===== src/rtl/loot_hook_ctrl.sv =====
// Loot-side partner of the claw mover: latches the first live loot hit, sets the
// reel speed by loot type, drags the hooked sprite and credits score on return.
module loot_hook_ctrl #(
  parameter int NUM_LOOT    = 8,
  parameter int EMPTY_SPEED = 4,
  parameter int HOOK_X_OFS  = 0,
  parameter int HOOK_Y_OFS  = 16
) (
  input  logic                    clk,
  input  logic                    reset,
  input  logic                    start_level,
  input  logic [NUM_LOOT-1:0]     level_mask,
  input  logic [2*NUM_LOOT-1:0]   loot_types,
  input  logic [NUM_LOOT-1:0]     loot_hit,
  input  logic                    claw_returned,
  input  logic signed [10:0]      claw_x,
  input  logic signed [10:0]      claw_y,
  output logic [3:0]              move_speed,
  output logic [NUM_LOOT-1:0]     loot_alive,
  output logic                    hooked_valid,
  output logic [3:0]              hooked_idx,
  output logic signed [10:0]      hooked_x,
  output logic signed [10:0]      hooked_y,
  output logic                    score_pulse,
  output logic [9:0]              score_value,
  output logic [15:0]             total_score
);

  // state    | meaning
  // S_EMPTY  | nothing on the hook, waiting for a live hit
  // S_HOOKED | loot attached, sprite follows claw until return
  // S_AWARD  | one-cycle delivery, score already credited
  typedef enum logic [1:0] {S_EMPTY, S_HOOKED, S_AWARD} state_t;

  localparam logic [3:0]         SPEED_IDLE = 4'(EMPTY_SPEED);
  localparam logic signed [10:0] X_OFS      = 11'(HOOK_X_OFS);
  localparam logic signed [10:0] Y_OFS      = 11'(HOOK_Y_OFS);

  state_t              state;
  logic [1:0]          hooked_type;
  logic [NUM_LOOT-1:0] eff_hit;
  logic                hit_found;
  logic [3:0]          hit_idx;
  logic [1:0]          hit_type;
  logic [9:0]          award_value;
  logic [16:0]         score_sum;

  function automatic logic [3:0] speed_of(input logic [1:0] t);
    case (t)
      2'd0:    speed_of = 4'd4;
      2'd1:    speed_of = 4'd1;
      2'd2:    speed_of = 4'd2;
      default: speed_of = 4'd8;
    endcase
  endfunction

  function automatic logic [9:0] value_of(input logic [1:0] t);
    case (t)
      2'd0:    value_of = 10'd50;
      2'd1:    value_of = 10'd250;
      2'd2:    value_of = 10'd20;
      default: value_of = 10'd600;
    endcase
  endfunction

  // Descending scan so the lowest live index is the one left standing.
  always_comb begin
    eff_hit   = loot_hit & loot_alive;
    hit_found = 1'b0;
    hit_idx   = 4'd0;
    hit_type  = 2'd0;
    for (int i = NUM_LOOT - 1; i >= 0; i--) begin
      if (eff_hit[i]) begin
        hit_found = 1'b1;
        hit_idx   = 4'(i);
        hit_type  = loot_types[2*i +: 2];
      end
    end
    award_value = value_of(hooked_type);
    score_sum   = {1'b0, total_score} + 17'(award_value);
  end

  always_ff @(posedge clk) begin
    if (reset) begin
      state        <= S_EMPTY;
      move_speed   <= SPEED_IDLE;
      loot_alive   <= '0;
      hooked_valid <= 1'b0;
      hooked_idx   <= 4'd0;
      hooked_type  <= 2'd0;
      hooked_x     <= '0;
      hooked_y     <= '0;
      score_pulse  <= 1'b0;
      score_value  <= 10'd0;
      total_score  <= 16'd0;
    end else if (start_level) begin
      state        <= S_EMPTY;
      loot_alive   <= level_mask;
      hooked_valid <= 1'b0;
      move_speed   <= SPEED_IDLE;
      score_pulse  <= 1'b0;
    end else begin
      score_pulse <= 1'b0;
      case (state)
        S_EMPTY: begin
          // A return in the same cycle as a hit means the claw is already home.
          if (hit_found && !claw_returned) begin
            state        <= S_HOOKED;
            hooked_valid <= 1'b1;
            hooked_idx   <= hit_idx;
            hooked_type  <= hit_type;
            move_speed   <= speed_of(hit_type);
            hooked_x     <= claw_x + X_OFS;
            hooked_y     <= claw_y + Y_OFS;
          end
        end
        S_HOOKED: begin
          hooked_x <= claw_x + X_OFS;
          hooked_y <= claw_y + Y_OFS;
          if (claw_returned) begin
            state        <= S_AWARD;
            score_pulse  <= 1'b1;
            score_value  <= award_value;
            total_score  <= score_sum[16] ? 16'hFFFF : score_sum[15:0];
            hooked_valid <= 1'b0;
            move_speed   <= SPEED_IDLE;
            for (int i = 0; i < NUM_LOOT; i++) begin
              if (hooked_idx == 4'(i)) loot_alive[i] <= 1'b0;
            end
          end
        end
        default: state <= S_EMPTY;
      endcase
    end
  end

endmodule


===== config.mk =====
export PLATFORM = sky130hd
export DESIGN_NAME = loot_hook_ctrl
export DESIGN_NICKNAME = d
export VERILOG_FILES = /design/src/rtl/loot_hook_ctrl.sv
export SDC_FILE = /design/constraint.sdc
export NUM_CORES = 1
export LEC_CHECK = 0
export CORE_MARGIN = 2
export CORE_UTILIZATION = 50
export DETAILED_ROUTE_END_ITERATION = 8
export DONT_BUFFER_PORTS = 1
export PLACE_DENSITY = 0.67
export RECOVER_POWER = 25
export SLEW_MARGIN = 20
export SYNTH_ARGS = -nofsm -noshare
export SYNTH_HDL_FRONTEND = slang
export SYNTH_SLANG_ARGS = --single-unit

===== constraint.sdc =====
create_clock -name clk -period 6.91 [get_ports clk]
set_clock_uncertainty 0.1 [all_clocks]
set_input_delay 1.0365 -clock clk [delete_from_list [all_inputs] [get_ports clk]]
set_output_delay 1.0365 -clock clk [all_outputs]
set_load 0.02 [all_outputs]

==> flow_summary.json, run 1 <==
{
  "slowest_delay_ns": 0.62,
  "sequentialPowerShare_pct": 49.3,
  "timing.rr.start": "hooked_type[1]",
  "rows": 29,
  "antenna_found_initial": 0,
  "switching_share_pct": 26.0,
  "initial_utilization_pct": 51.6,
  "outcome": "finished clean",
  "crit_chain": "inv_1, nor2_1, ha_1, nand4b_2, a221oi_4, o41ai_2, o21ai_0, nand2_1, a21oi_1",
  "syn_avg_cell_area_um2": 8.15,
  "rr_worst_depth": 9,
  "synth_top_area_share_pct": 39.9,
  "slowest_stage": "o41ai_2",
  "tightestPinTransition_ns": 0.881,
  "cp_max_fo": 12,
  "drt-initial-drc-count": 95,
  "finalPower_mw": 0.848,
  "drc": 0,
  "grt.total_usage_pct": 21.3,
  "max_freq_mhz": 357,
  "layout-drive-gt1-share_pct": 7.56,
  "coreArea_um2": 6310,
  "syn-cell-area_um2": 3260,
  "cts.htree.levels": 3,
  "hp-class": "register to register",
  "r2r_slack_ns": 4.11,
  "peakVddDrop_v": 0.000131,
  "final-seq-area_um2": 1300,
  "synth_adder_area_share_pct": 3.53,
  "p_switching_mw": 0.221,
  "ctsResizeCount": 0,
  "ios": 124,
  "grt-ovfl-total": 0,
  "grt_max_degree": 60,
  "die_h_um": 84.7,
  "gr-usage-met3_pct": 7.77,
  "synth_xor_area_share_pct": 2.96,
  "required_ns": 7.05,
  "place_hpwl_um": 5520,
  "synth.area.top_cells": "dfxtp_1 40%, a21oi_1 7.2%, nand2_1 7.1%, nor2_1 6.0%, a211oi_1 2.8%",
  "grt_util_met2_pct": 33.3,
  "clk_path_buf_depth": 2,
  "synthCells": 400,
  "clock-sinks": 65,
  "firstDrtPassIters": 5,
  "yosysSeqAreaShare_pct": 39.9,
  "cts_setup_buffers": 0,
  "fill_cells": 618,
  "ant_nets": 0,
  "synthMuxAreaShare_pct": 0.922,
  "critical_path_arrival_ns": 2.94,
  "cts_buffers": 9,
  "use_met1_pct": 27.0,
  "grt_pass1_vias": 2544,
  "fin_crit_sh_pct": 40.5,
  "holdWs_ns": 0.395,
  "synthArstFlopShare_pct": 0,
  "synth_top_family_by_area": "compound AO/OA/AOI/OAI gates",
  "synth_edf_count": 0,
  "yosysWarnings": 0,
  "synth_compound_area_share_pct": 24.2,
  "busiest_layer": "met2",
  "rsz0062_at_grt": "false",
  "setup_viol": 0,
  "drv_cap": 0,
  "leakagePower_nw": 1.25,
  "crit_type": "register to register",
  "p_int_mw": 0.627,
  "numPortBuffers": 0,
  "cts_tree": "yes",
  "root_buffer": "clkbuf_8",
  "final_nets": 457,
  "combPwrFrac_pct": 7.3,
  "cts_hold_buf": 0,
  "clk_latency_ns": 0.35,
  "setup_tns_ns": 0,
  "viasPerCell": 5.93,
  "die-area_um2": 7180,
  "clkPwrFrac_pct": 43.4,
  "route.detailed.wl_per_inst_um": 16.2,
  "yosysUniqueCellTypes": 61,
  "slew_viol_final": 0,
  "crit_start": "hooked_type[1]",
  "final_hold_viol_count": 0,
  "ys_ff_latch": 65,
  "fin_crit_ns": 2.80,
  "netlist.top_cell.by_area": "dfxtp_1",
  "num_vias": 2811,
  "multiInputGateArea_um2": 1810,
  "path_clk_slew_ns": 0.07,
  "grt_pass1_wl_um": 12400,
  "die_w_um": 84.7,
  "critPathCaptureType": "register",
  "crit_path_end": "total_score[7]",
  "relSlewSlack_pct": 41.0,
  "synthSimpleGateAreaFrac_pct": 24.1,
  "routed_wl_um": 7660,
  "syn_to_final_growth_pct": 6.18,
  "r2r-end": "total_score[7]",
  "diodes": 0,
  "ys.flop_type": "dfxtp_1",
  "gp_congestion": 0.864,
  "p_per_area_nw_per_um2": 245,
  "startpoint_type": "register"
}
[worst max-delay path, delay by kind of cell (launching register included)]
family / cells / cell delay, ns
compound gates: 4 / 0.99
fa+ha+maj: 1 / 0.29
buf+inv: 1 / 0.18
flops: 1 / 0.61
simple gates: 3 / 0.50
[cell families (layout without fill, tap and decap cells)]
family | after synthesis | after routing
multiplexers | 3 | 3
AO/OA/AOI/OAI | 116 | 116
other | 1 | 3
XOR/XNOR | 11 | 11
adder cells (fa/ha/maj) | 9 | 9
AND/OR/NAND/NOR | 169 | 169
flip-flops | 65 | 65
buffers and inverters | 26 | 21
[stage by stage]
step / utilization, % / area (um^2) / instances / worst slack, ns
floorplan: - / 3270 / 402 / 4.46
global placement: 51.4 / 3240 / 458 / 4.10
detailed placement: 51.4 / 3240 / 458 / 3.99
CTS: 55.0 / 3470 / 474 / 4.11
global route: 54.8 / 3460 / 474 / 3.82
finish: 54.8 / 3460 / 474 / 4.11
[layer usage]
| metal | up-vias | routed length, um | part of all wire (%) |
|---|---|---|---|
| met1 | 1307 | 3270 | 43 |
| met5 | - | 0 | 0 |
| li1 | 1416 | - | - |
| met2 | 79 | 3760 | 49 |
| met4 | 0 | 116 | 1.5 |
| met3 | 9 | 520 | 6.8 |
[synthesized netlist by cell type, types with 3 or more instances]
master    number
dfxtp_1       65
nand2_1       62
nor2_1        52
a21oi_1       47
o21ai_0       17
nand3_1       13
a211oi_1      12
clkbuf_1      10
and3_1         8
nor3_1         7
xnor2_1        7
ha_1           6
nand2b_1       6
buf_4          5
a311oi_1       4
a31oi_1        4
and2_1         4
buf_2          4
inv_1          4
nand3b_1       4
o31ai_1        4
xor2_1         4
mux2i_1        3
[sequential cells by signal, summed over array words and instances (netlist names)]
name,count
loot_alive,8
hooked_type,2
move_speed,4
score_pulse,1
hooked_valid,1
state,2
score_value,6
hooked_x,11
total_score,16
hooked_y,11
hooked_idx,3
[power by group through the flow]
| stage | clock, mW | combinational, mW | sequential, mW |
|---|---|---|---|
| after global routing | 0.393 | 0.0715 | 0.420 |
| after detailed placement | 0 | 0.0626 | 0.427 |
| after floorplan | 0 | 0.0622 | 0.422 |
| after CTS | 0.378 | 0.0628 | 0.418 |
| after global placement | 0 | 0.0612 | 0.427 |
| final | 0.368 | 0.0617 | 0.418 |
[worst min path at each step]
stage                     cells after the start      from        to
after floorplan                               1  state[1]  state[0]
after global placement                        1  state[1]  state[0]
after detailed placement                      1  state[1]  state[0]
after CTS                                     1  state[1]  state[0]
after global routing                          1  state[1]  state[0]
final                                         1  state[1]  state[0]
[cell type report]
class                   count  share of cell area, %
flip-flops and latches     65                   37.6
well taps                  77                   2.78
clock inverters             6                   2.64
clock buffers              10                   3.98
multi-input cells         311                   52.4
inverters                   5                  0.542
[layout by cell type, fill, tap and decap left out, types with 7 or more instances in the layout]
| cell type | count |
|---|---|
| and3_1 | 8 |
| xnor2_1 | 7 |
| nor3_1 | 7 |
| o21ai_0 | 17 |
| nand3_1 | 13 |
| clkbuf_8 | 10 |
| a211oi_1 | 12 |
| nand2_1 | 62 |
| dfxtp_1 | 65 |
| a21oi_1 | 47 |
| nor2_1 | 52 |
No activity file was read; power rests on OpenSTA's default activity.
==> run 2, diff against run 1 <==
Clock period 6.91 ns to 2.8 ns, I/O delays scaled along.
==> flow_summary.json, run 2 (synthesized netlist as in run 1, its figures left out) <==
{
  "tightestPinTransition_ns": 0.665,
  "place_hpwl_um": 5510,
  "crit_chain": "inv_1, nor2_1, fa_1, a211o_2, o2111ai_1, o311ai_2, o311ai_1, mux2i_1, nor2_1",
  "setup_tns_ns": 0,
  "min_from": "reset",
  "num_vias": 2803,
  "grt.total_usage_pct": 21.4,
  "top_layer": "met4",
  "die-area_um2": 7180,
  "final_hold_viol_count": 0,
  "sequentialPowerShare_pct": 51.8,
  "critical_path_arrival_ns": 2.68,
  "cts_setup_buffers": 0,
  "routed_wl_um": 7660,
  "fin_crit_ns": 2.54,
  "max_freq_mhz": 393,
  "cts_tree": "yes",
  "grt_pass1_wl_um": 12400,
  "setup_viol": 0,
  "grt-ovfl-total": 0,
  "ctsResizeCount": 0,
  "r2r-end": "total_score[15]",
  "slew_viol_final": 0,
  "hold_depth": 1,
  "top_register": "total_score",
  "combPwrFrac_pct": 8.3,
  "cts_hold_buf": 0,
  "p_switching_mw": 0.541,
  "p_per_area_nw_per_um2": 570,
  "root_buffer": "clkbuf_8",
  "drt-initial-drc-count": 94,
  "layout-drive-gt1-share_pct": 9.20,
  "grt_pass1_vias": 2560,
  "relSlewSlack_pct": 55.2,
  "ios": 124,
  "syn_to_final_growth_pct": 6.68,
  "peakVddDrop_v": 0.000362,
  "slowest_delay_ns": 0.44,
  "coreArea_um2": 6310,
  "final_nets": 462,
  "die_w_um": 84.7,
  "path_clk_slew_ns": 0.08,
  "grt_max_degree": 60,
  "clk_latency_ns": 0.34,
  "route.detailed.wl_per_inst_um": 16.0,
  "final_util_pct": 55.1,
  "mostFrequentLayoutCell": "dfxtp_1",
  "hp-class": "input pin to register",
  "crit_top_cell": "nor2_1",
  "viasPerCell": 5.85,
  "cts.htree.levels": 3,
  "crit_type": "register to register",
  "die_h_um": 84.7,
  "rows": 29,
  "timing.rr.start": "hooked_type[1]",
  "min_to": "hooked_x[1]",
  "antenna_found_initial": 0,
  "switching_share_pct": 27.3,
  "ant_nets": 0,
  "final_cell_mix": "65 x dfxtp_1, 62 x nand2_1, 52 x nor2_1, 47 x a21oi_1, 17 x o21ai_0",
  "p_int_mw": 1.44,
  "initial_utilization_pct": 51.6,
  "gp_congestion": 0.905,
  "dr_wl_met2_um": 3710,
  "rr_worst_depth": 9,
  "diodes": 0,
  "holdWs_ns": 0.0432,
  "clkPwrFrac_pct": 39.9,
  "cp_max_fo": 5,
  "drv_cap": 0,
  "wl_met1_um": 3230,
  "r2r_slack_ns": 0.26,
  "fin_crit_sh_pct": 90.8,
  "clock-sinks": 65,
  "clk_path_buf_depth": 2,
  "drc": 0,
  "outcome": "finished clean",
  "firstDrtPassIters": 4,
  "numPortBuffers": 0,
  "cts_buffers": 9,
  "leakagePower_nw": 1.25,
  "rsz0062_at_grt": "false",
  "top_regs": "total_score: 16 flops, hooked_x: 11 flops, hooked_y: 11 flops",
  "critPathBufInv": 1,
  "wl_met3_um": 638,
  "required_ns": 2.94,
  "slowest_stage": "fa_1",
  "critPathCaptureType": "register",
  "largest_reg_flops": 16,
  "startpoint_type": "register",
  "path_delay_family": "compound AO/OA/AOI/OAI gates"
}
run 2: changes by cell type in the layout (fill, tap and decap cells not counted), sizes merged:
cell	before	now
clkinv	4	2
bufinv	2	1
clkinvlp	0	2
inv	5	6
buf	0	5
run 2: layout make-up:
cell class                 count  area, um^2
tap                           77        96.3
inverter                       5        18.8
timing repair buffer           5        37.5
clock buffer                  10         128
clock inverter                 6        67.6
fill                         581        2840
multi-input combinational    311        1830
sequential                    65        1300
run 2: worst max-delay path by stage:
| stage | to | cells past startpoint | slack, ns | start |
|---|---|---|---|---|
| after global routing | total_score[8] | 9 | 0.01 | hooked_type[1] |
| final | total_score[15] | 9 | 0.26 | hooked_type[1] |
| after floorplan | total_score[15] | 10 | 0.35 | hooked_type[1] |
| after global placement | total_score[4] | 9 | 0.37 | hooked_type[1] |
| after CTS | total_score[15] | 9 | 0.26 | hooked_type[1] |
| after detailed placement | total_score[7] | 9 | 0.29 | hooked_type[1] |
run 2: worst register-to-register path, delay by kind of cell (launching register included):
family	cells	cell delay, ns
multiplexers	1	0.22
buffers and inverters	1	0.14
flip-flops	1	0.34
AND/OR/NAND/NOR	2	0.16
AO/OA/AOI/OAI	4	1.04
adder cells (fa/ha/maj)	1	0.45
run 2: power by group through the flow:
stage,sequential (mW),clock [mW],combinational (mW)
after global routing,1.03,0.852,0.190
after floorplan,1.04,0,0.153
after detailed placement,1.05,0,0.165
final,1.03,0.789,0.165
after global placement,1.05,0,0.162
after CTS,1.03,0.819,0.165
run 2: routing by layer:
metal | global-route usage, % | up-vias
met5 | 0 | -
met4 | 6.78 | 0
met3 | 8.26 | 9
met2 | 33.8 | 89
met1 | 27.1 | 1284
li1 | - | 1421
run 2: metrics by stage:
step / area (um^2) / total power [mW] / std cells / setup slack, ns
floorplan: 3270 / 1.19 / 402 / 0.354
global placement: 3280 / 1.21 / 463 / 0.366
detailed placement: 3280 / 1.21 / 463 / 0.288
CTS: 3480 / 2.01 / 479 / 0.256
global route: 3480 / 2.07 / 479 / 0.0138
finish: 3480 / 1.98 / 479 / 0.258
